<file path="src/rtl/sseg_scan_ctrl.sv">
// sseg_scan_ctrl -- time-multiplexed seven-segment display scanner.
//
// Each digit owns one slot of 2**PRESC_W clocks. The first BLANK clocks of
// every slot are dark, which gives the anode drivers dead time between digits.
// Brightness is PWM: the top four bits of the slot counter are compared
// against 'bright'. New segment data is double-buffered. 'load' fills a
// pending buffer, and that buffer is copied into the display buffer only at a
// frame boundary, so a frame never mixes old and new data.
//
// Ports
//   clk         system clock, rising edge
//   reset_n     asynchronous active-low reset
//   seg_in      8*NDIG segment patterns, digit k at [8k+7:8k], bit 7 = dp
//   load        one-cycle strobe capturing seg_in
//   dig_en      per-digit enable, sampled live
//   bright      brightness 0 (dark) .. 15 (full), sampled live
//   an          one-hot digit enables (registered, polarity AN_ACT_LOW)
//   sseg        segment drive (registered, polarity SEG_ACT_LOW)
//   frame_tick  one-cycle pulse in the first cycle of each frame
module sseg_scan_ctrl #(
  parameter int NDIG        = 4,
  parameter int PRESC_W     = 16,
  parameter int BLANK       = 64,
  parameter int AN_ACT_LOW  = 0,
  parameter int SEG_ACT_LOW = 0
) (
  input  logic                clk,
  input  logic                reset_n,
  input  logic [8*NDIG-1:0]   seg_in,
  input  logic                load,
  input  logic [NDIG-1:0]     dig_en,
  input  logic [3:0]          bright,
  output logic [NDIG-1:0]     an,
  output logic [7:0]          sseg,
  output logic                frame_tick
);

  localparam int DW = $clog2(NDIG);
  localparam logic [PRESC_W-1:0] CNT_MAX = '1;
  localparam logic [DW-1:0]      DIG_MAX = DW'(NDIG - 1);
  localparam logic [PRESC_W-1:0] BLANK_C = PRESC_W'(BLANK);
  localparam logic [NDIG-1:0]    AN_INACT  = (AN_ACT_LOW != 0) ? '1 : '0;
  localparam logic [7:0]         SEG_INACT = (SEG_ACT_LOW != 0) ? 8'hFF : 8'h00;

  logic [PRESC_W-1:0] cnt_q, cnt_d;
  logic [DW-1:0]      dig_q, dig_d;
  logic [8*NDIG-1:0]  disp_q, disp_d;
  logic [8*NDIG-1:0]  pend_q, pend_d;
  logic               pend_vld_q, pend_vld_d;
  logic [NDIG-1:0]    an_q, an_d;
  logic [7:0]         sseg_q, sseg_d;
  logic               tick_q, tick_d;

  logic slot_end;
  logic boundary;
  logic lit;

  // Scan position: slot counter wraps naturally at 2**PRESC_W, the digit
  // index wraps explicitly because NDIG need not be a power of two.
  always_comb begin
    slot_end = (cnt_q == CNT_MAX);
    boundary = slot_end && (dig_q == DIG_MAX);
    cnt_d    = cnt_q + PRESC_W'(1);
    dig_d    = dig_q;
    if (slot_end) begin
      dig_d = (dig_q == DIG_MAX) ? '0 : dig_q + DW'(1);
    end
  end

  // Buffer update. A load landing on the boundary cycle bypasses the pending
  // buffer so the data appears in the very next slot.
  always_comb begin
    disp_d     = disp_q;
    pend_d     = pend_q;
    pend_vld_d = pend_vld_q;
    if (boundary) begin
      if (load) begin
        disp_d = seg_in;
      end else if (pend_vld_q) begin
        disp_d = pend_q;
      end
      pend_vld_d = 1'b0;
    end else if (load) begin
      pend_d     = seg_in;
      pend_vld_d = 1'b1;
    end
  end

  // Output decode from the current scan position. The result is registered,
  // so the pins see one clock of latency and never glitch.
  always_comb begin
    lit = dig_en[dig_q]
          && (cnt_q >= BLANK_C)
          && ((bright == 4'hF) || (cnt_q[PRESC_W-1 -: 4] < bright));
    an_d   = AN_INACT;
    sseg_d = SEG_INACT;
    if (lit) begin
      an_d   = (NDIG'(1) << dig_q) ^ AN_INACT;
      sseg_d = disp_q[{dig_q, 3'b000} +: 8] ^ SEG_INACT;
    end
    tick_d = boundary;
  end

  always_ff @(posedge clk or negedge reset_n) begin
    if (!reset_n) begin
      cnt_q      <= '0;
      dig_q      <= '0;
      disp_q     <= '0;
      pend_q     <= '0;
      pend_vld_q <= 1'b0;
      an_q       <= AN_INACT;
      sseg_q     <= SEG_INACT;
      tick_q     <= 1'b0;
    end else begin
      cnt_q      <= cnt_d;
      dig_q      <= dig_d;
      disp_q     <= disp_d;
      pend_q     <= pend_d;
      pend_vld_q <= pend_vld_d;
      an_q       <= an_d;
      sseg_q     <= sseg_d;
      tick_q     <= tick_d;
    end
  end

  assign an         = an_q;
  assign sseg       = sseg_q;
  assign frame_tick = tick_q;

endmodule

</file>
<file path="config.mk">
export PLATFORM = sky130hd
export DESIGN_NAME = sseg_scan_ctrl
export DESIGN_NICKNAME = d
export VERILOG_FILES = /design/src/rtl/sseg_scan_ctrl.sv
export SDC_FILE = /design/constraint.sdc
export NUM_CORES = 1
export LEC_CHECK = 0
export ABC_AREA = 1
export BUFFER_PORTS_ARGS = -buffer_cell sky130_fd_sc_hd__buf_2
export CAP_MARGIN = 10
export CORE_MARGIN = 2
export CORE_UTILIZATION = 55
export CTS_CLUSTER_SIZE = 40
export DETAILED_ROUTE_END_ITERATION = 16
export HOLD_SLACK_MARGIN = 0.08
export PLACE_DENSITY = 0.76
export SLEW_MARGIN = 20
export SYNTH_ARGS = -nofsm -noshare
export SYNTH_HDL_FRONTEND = slang
export SYNTH_SLANG_ARGS = --single-unit
</file>
<file path="constraint.sdc">
create_clock -name clk -period 2 [get_ports clk]
set_input_delay 0.2 -clock clk [delete_from_list [all_inputs] [get_ports clk]]
set_output_delay 0.2 -clock clk [all_outputs]
set_load 0.01 [all_outputs]
</file>
Word level (Yosys, flattened, before mapping) --
Index checks and enable logic that the tools add are counted.
Word-level totals: register bits after elaboration 96, input port bits 43, logic and storage cells 36
Operators by class: $add $sub $neg 2, order comparisons 3, equal/unequal tests 3, shift operators 2, multiplexer cells 9, bitwise operators 1, reductions and logical operators 8
Operators with widths (count):
- 2-to-1 mux 32 bit | 2
- variable part select 32 x 6 -> 8 bit | 1
- adder 16 x 1 -> 16 bit (second input constant) | 1
- equality test 16 bit (second input constant) | 1
- greater-or-equal comparator 16 x 7 -> 1 bit (second input constant) | 1
- 2-to-1 mux 8 bit | 1
- equality test 4 bit (second input constant) | 1
- less-than comparator 4 bit | 1
- 2-to-1 mux 4 bit | 1
- AND reduction 2 bit | 2
- nonzero test 2 bit | 2
- << shifter 1 x 2 -> 4 bit (first input constant) | 1
- logical AND 1 bit | 3
- less-than comparator 2 x 3 -> 1 bit (second input constant) | 1
- 2-to-1 mux 1 bit | 3
- adder 2 x 1 -> 2 bit (second input constant) | 1
- binary-select mux 1 bit (select 2 bit) | 1
- equality test 2 bit (second input constant) | 1
- 2-to-1 mux 2 bit | 1
- logical OR 1 bit | 1
- NOT 1 bit | 1

Longest topological paths before layout --
Gate-level depths: netlist (run 1).
word-level depth 5, mapped depth 10

Worst setup path after synthesis (run 1) --
OpenSTA, ideal clock, no wires.
path kind reg-to-reg, from register cnt_q[0], to register disp_q[24], setup time 117 ps, arrival 1338 ps, path slack 545 ps, stages on the path, launching flop included 10, path buffers 1, clock period less this slack 1455 ps, cells stage by stage dfrtp_1 > ha_1 > nand3_1 > inv_1 > nand2_4 > nor2_8 > nand3_4 > buf_6 > nand2_1 > nand2_1
Between the ends: longest elaborated chain between the ends 3
RTL lines:
- from (decl) | line 45 | logic [PRESC_W-1:0] cnt_q, cnt_d;
- from (signal assigned) | line 115 | cnt_q <= cnt_d;
- equality test 16 bit | line 61 | slot_end = (cnt_q == CNT_MAX);
- logical AND 1 bit | line 62 | boundary = slot_end && (dig_q == DIG_MAX);
- AND reduction 2 bit (no line)
- to (signal assigned) | line 117 | disp_q <= disp_d;
- to (decl) | line 47 | logic [8*NDIG-1:0] disp_q, disp_d;
Every way passes these cells. A chain may end at the register's enable or synchronous reset.

Final worst setup path (run 1) --
from register cnt_q[0], to register disp_q[18]
The elaborated chain is that of the path after synthesis.

==> flow_summary_export.csv, run 1 <==
group,metric,value,unit
power,static-leakage-power,2.96,nW
worst_setup_path,crit_path_end_kind,"register",
timing,hold_viol_final,0,
hold_path,hold_path.class,"in -> reg",
routing,finalWirelength,10500,um
timing,max_freq,568,MHz
yosys,synth_cells,612,
clocking,clockRootBuffer,"clkbuf_8",
global_routing,grt_pass1_vias,3987,
die,die_width,97.9,um
yosys,syn_nets,664,
timing,drv_slew,0,
timing,min_period,1.76,ns
run_status,status,"finished clean",
worst_setup_path,worstSetupPathType,"reg -> reg",
routing,antenna_left,0,
routing,drtPass1Iterations,7,
clocking,cts.sinks,96,
placed_design,hpwl,7290,um
yosys,synth.distinct_cells,25,
clocking,cts_tree,"built",
clocking,insertion_delay,0.36,ns
placed_design,pre_cts_slack,0.261,ns
global_routing,grt_pass1_wl,18400,um
finish,nets,712,
routing,vias,4099,
timing,tightest_slew,0.480,ns
worst_setup_path,cpPeakStageDelay,0.39,ns
clocking,clkTransAtPathRegs,0.09,ns
die,placementRows,34,
worst_setup_path,required,2.25,ns
die,core_region_area,8640,um2
placed_design,gp_congestion,0.868,
worst_setup_path,cp_data_arrival_time,2.01,ns
routing,drt_iter0_drc,289,
finish,antenna_cells,0,
worst_setup_path,cp-start-kind,"register",
job,drv_cap,0,
routing,wl_per_cell,13.6,um
yosys,syn_area_per_cell,7.93,um2
timing,fin_tns_setup,0,ns
die,dieArea,9590,um2
global_routing,grt_use_total,0.235,
power,power_density,655,nW/um2
placed_design,dp_cells,751,
placed_design,portBuffers,55,
clocking,htreeDepth,3,
timing,relSlewSlack,0.680,
power,power.ir.vdd_worst,0.446,mV
worst_setup_path,cp_common_cell,"nand2_1",
die,fp.dieH,97.9,um
timing,hold-worst-slack,0.0852,ns
routing,remaining_drc_errors,0,
finish,final_cells,772,
global_routing,grt_overflow,0,
global_routing,antenna_found_initial,0,
routing,via_per_inst,5.31,
clocking,clockBufferDepth,2,
timing,finalClockSkew,0.00688,ns
worst_setup_path,path_cells,"ha_1, nand3_1, inv_1, nand2_4, nor2_8, nand3_4, nand2_1, nand2_1",
die,num_io_pins,56,
finish,areaGrowthSynthToFinish,11.8,%
clocking,cts_made_buffers,9,
global_routing,grt_start_max_net_pins,55,
yosys,yosysWarnings,0,
power,p_total,3.55,mW
worst_setup_path,crit_slowest_cell,"dfrtp_1",
timing,worst_slack,0.241,ns
timing,setup-violations-final,0,
worst_setup_path,crit_fanout,32,
yosys,synth.cell_area,4850,um2
yosys,seq_area_frac_synth,0.495,
finish,drive_gt1_frac,0.139,
yosys,ys_seq_elements,96,
timing,grt_setup_unrepaired,"no",
timing,fin_crit_sh,0.880,
die,initial_core_util,0.562,
clocking,cts_resized,0,
-- layout by cell type (no fill, tap or decap), types with 2 or more instances in the layout --
cell type      synthesis  final
a21oi_1                2      2
buf_12                 0      2
buf_2                  9     54
buf_4                  4     12
clkbuf_1              15      2
clkbuf_8               0     10
dfrtp_1               96     96
dlygate4sd3_1          0      6
ha_1                   9      9
inv_1                 68     68
nand2_1              188    188
nand2_2                3      3
nand2_4                2      2
nand3_1               44     44
nand3_4                2      2
nand4_1               35     35
nor2_1                49     49
nor3_1                 4      4
o21ai_0               50     50
o22ai_1                8      8
xnor2_1                4      4
xor2_1                 7      7
-- area by class of cell --
cell class	instances	area, um2
Fill cell	780	3210
Sequential cell	96	2400
Multi-Input combinational cell	410	1980
Timing Repair Buffer	74	460
Inverter	69	259
Clock buffer	12	145
Tap cell	108	135
Clock inverter	3	42.5
-- cell families (layout without fill, tap and decap cells) --
group                    count (synthesis)  in the layout  share of synthesized area
XOR/XNOR                                11             11                     0.0198
AND/OR/NAND/NOR                        330            330                      0.301
buffers and inverters                  106            158                     0.0967
AO/OA/AOI/OAI                           60             60                     0.0639
flip-flops                              96             96                      0.495
adder cells (fa/ha/maj)                  9              9                     0.0232
-- stage by stage --
stage	util	cell area, um2
2_1_floorplan	-	4850
3_3_place_gp	0.600	5180
3_5_place_dp	0.600	5180
4_1_cts	0.628	5430
5_1_grt	0.628	5430
6_report	0.628	5430
-- sequential cells by signal, summed over array words and instances (netlist names) --
name,count
pend_vld_q,1
dig_q,2
pend_q,32
frame_tick,1
disp_q,32
sseg,8
cnt_q,16
an,4
-- report_power, final --
part / switching [mW] / internal (mW) / leakage (nW) / total (mW)
Clock: 0.642 / 0.605 / 0.0925 / 1.25
Sequential: 0.0286 / 2.00 / 1.26 / 2.02
Combinational: 0.176 / 0.106 / 1.60 / 0.282
-- per-layer routing --
metal  part of all wire  GRT usage  vias to the layer above
met3              0.042     0.0322                       21
li1                   -          -                     2041
met5                  0          0                        -
met1               0.45      0.321                     1927
met2               0.47      0.379                      110
met4              0.032      0.105                        0
-- cells in the mapped netlist (all sizes together) --
cell      n  area share
nand4    35       0.045
dfrtp    96        0.49
xor2      7       0.013
clkbuf   15       0.012
ha        9       0.023
nor2     52       0.046
o21ai    50       0.052
inv      69       0.053
nor3      4      0.0041
nand2   193        0.15
buf      22       0.032
o22ai     8       0.010
nand3    46       0.053
xnor2     4      0.0072
a21oi     2      0.0021
-- worst paths after layout --
kind,startpoint,to,slack [ns],cells after the start
worst max-delay path,cnt_q[0],disp_q[18],0.24,8
worst min-delay path,seg_in[23],pend_q[23],0.09,3
worst max register to register,cnt_q[0],disp_q[18],0.24,8
worst min register to register,pend_q[23],pend_q[23],0.47,2
max in group asynchronous,reset_n,disp_q[1],0.96,3
min in group asynchronous,reset_n,cnt_q[15],0.33,2
-- critical path: cells and delay by family, from the launching register on --
kind                       cells  cell delay, ns
and+or+nand+nor                6            0.92
DFF                            1            0.39
adders and majority gates      1            0.20
buffers and inverters          1            0.15
-- timing repair --
action / CTS / global route
hold endpoints to repair: 38 / 0
hold buffers: 6 / 0
buffers inserted: 0 / 0
Power figures use the tool's default switching activity.
==> run 2: changes to the inputs <==
--- a/config.mk
+++ b/config.mk
@@ -8,7 +8,6 @@
 export ABC_AREA = 1
 export BUFFER_PORTS_ARGS = -buffer_cell sky130_fd_sc_hd__buf_2
 export CAP_MARGIN = 10
-export CORE_MARGIN = 2
 export CORE_UTILIZATION = 55
 export CTS_CLUSTER_SIZE = 40
 export DETAILED_ROUTE_END_ITERATION = 16
==> run 2 against run 1 <==
Effect of this change: non-clock buffer count grew 3; sequential cell count is the same; sequential power is essentially flat; critical path depth is the same; clock-buffer cell count grew 1; sequential share of layout area shrank 0.36 points; via count shrank 0.39%; worst hold slack lost 0.00085 ns; total power shrank 2.5%; cell area grew 0.83%; register-to-register slack is essentially flat; critical path type unchanged; largest cell class unchanged; largest power group unchanged.
==> flow_summary_export.csv, run 2 (synthesis gave the netlist of run 1 again) <==
group,metric,value,unit
run_status,status,"finished clean",
die,num_io_pins,56,
global_routing,grt_use_total,0.244,
timing,setup-violations-final,0,
clocking,cts_tree,"built",
finish,final_cell_mix,"188 x nand2_1, 96 x dfrtp_1, 68 x inv_1",
worst_setup_path,cpPeakStageDelay,0.39,ns
worst_setup_path,worstSetupPathType,"reg -> reg",
clocking,ctsHoldBuffers,12,
finish,nets,715,
global_routing,grt_start_max_net_pins,67,
timing,drv_slew,0,
hold_path,worstHoldStart,"seg_in[20]",
die,core_region_area,8380,um2
routing,drtPass1Iterations,5,
clocking,clockBufferDepth,2,
routing,wl_per_cell,13.0,um
worst_setup_path,cp_common_cell,"nand2_1",
routing,vias,4083,
die,die_width,95.9,um
timing,max_freq,571,MHz
worst_setup_path,path_cells,"ha_1, nand3_1, inv_1, nand2_4, nor2_8, nand3_4, nand2_1, nand2_1",
timing,relSlewSlack,0.726,
hold_path,hold_path.class,"in -> reg",
timing,hold_viol_final,0,
die,placementRows,33,
finish,drive_gt1_frac,0.133,
worst_setup_path,crit_path_end_kind,"register",
routing,antenna_left,0,
clocking,insertion_delay,0.36,ns
worst_setup_path,cp_data_arrival_time,1.99,ns
finish,largestRegisters,"disp_q (32), pend_q (32), cnt_q (16)",
finish,regArea,2400,um2
placed_design,hpwl,7010,um
timing,fin_crit_sh,0.875,
placed_design,portBuffers,55,
timing,grt_setup_unrepaired,"no",
routing,finalWirelength,10000,um
worst_setup_path,crit_fanout,32,
power,power_density,633,nW/um2
die,dieArea,9200,um2
worst_setup_path,cp-start-kind,"register",
global_routing,antenna_found_initial,0,
hold_path,holdPathStages,3,
finish,multiInputGateArea,1980,um2
worst_setup_path,required,2.24,ns
finish,antenna_cells,0,
worst_setup_path,endpoint,"disp_q[24]",
finish,fill_cells,743,
power,static-leakage-power,2.96,nW
power,power.ir.vdd_worst,0.413,mV
worst_setup_path,worstRegToRegCells,8,
clocking,cts_resized,0,
timing,fin_tns_setup,0,ns
timing,hold-worst-slack,0.0843,ns
clocking,cts_setup_buffers,0,
clocking,clockRootBuffer,"clkbuf_8",
worst_setup_path,reg2reg_from,"cnt_q[0]",
timing,finalClockSkew,0.00855,ns
clocking,clkTransAtPathRegs,0.09,ns
routing,drt_iter0_drc,328,
worst_setup_path,r2r-end,"disp_q[24]",
worst_setup_path,startpoint,"cnt_q[0]",
job,drv_cap,0,
worst_setup_path,r2r_setup_slack,0.25,ns
routing,via_per_inst,5.29,
clocking,cts.sinks,96,
finish,layout_commonest_cell,"nand2_1",
placed_design,gp_congestion,0.837,
timing,tightest_slew,0.407,ns
clocking,cts_made_buffers,9,
worst_setup_path,crit_slowest_cell,"dfrtp_1",
global_routing,grt_pass1_vias,3792,
clocking,htreeDepth,3,
global_routing,grt_overflow,0,
die,initial_core_util,0.579,
timing,min_period,1.75,ns
finish,areaGrowthSynthToFinish,12.7,%
die,fp.dieH,95.9,um
routing,remaining_drc_errors,0,
global_routing,grt_pass1_wl,17100,um
[run 2: cell type report]
| class | count | share of cell area |
|---|---|---|
| clock buffers | 13 | 0.0290 |
| inverters | 69 | 0.0473 |
| well taps | 105 | 0.0240 |
| clock inverters | 2 | 0.00274 |
| flip-flops and latches | 96 | 0.439 |
| repair buffers | 77 | 0.0956 |
| multi-input cells | 410 | 0.362 |
[run 2: power breakdown]
part / switching [mW] / internal, mW / leakage [nW]
clock network: 0.640 / 0.515 / 0.0817
logic: 0.171 / 0.115 / 1.62
registers: 0.0287 / 2.00 / 1.26
total: 0.839 / 2.63 / 2.96
[run 2: worst min path at each step]
| stage | to |
|---|---|
| after floorplan | an[0] |
| after global placement | cnt_q[7] |
| after detailed placement | cnt_q[7] |
| after CTS | pend_q[31] |
| after global routing | pend_q[7] |
| final | pend_q[20] |
[run 2: layer usage]
metal	GRT usage	wire [um]	vias to the layer above
met4	0.104	235	0
met5	0	0	-
met3	0.0387	425	20
met2	0.389	4650	96
met1	0.331	4720	1931
li1	-	-	2036
[run 2: stage by stage]
step / area (um2) / power (mW) / setup slack [ns] / std cells / utilization
2_1_floorplan: 4850 / 2.21 / 0.545 / 612 / -
3_3_place_gp: 5180 / 2.33 / 0.363 / 745 / 0.618
3_5_place_dp: 5180 / 2.34 / 0.277 / 745 / 0.618
4_1_cts: 5470 / 3.50 / 0.251 / 772 / 0.653
5_1_grt: 5470 / 3.61 / 0.0810 / 772 / 0.653
6_report: 5470 / 3.47 / 0.249 / 772 / 0.653
[run 2: worst max-delay path, delay by kind of cell, from the launching register on]
kind	cells	cell delay, ns
adder cells (fa/ha/maj)	1	0.20
AND/OR/NAND/NOR	6	0.89
buffers and inverters	1	0.14
flip-flops	1	0.39
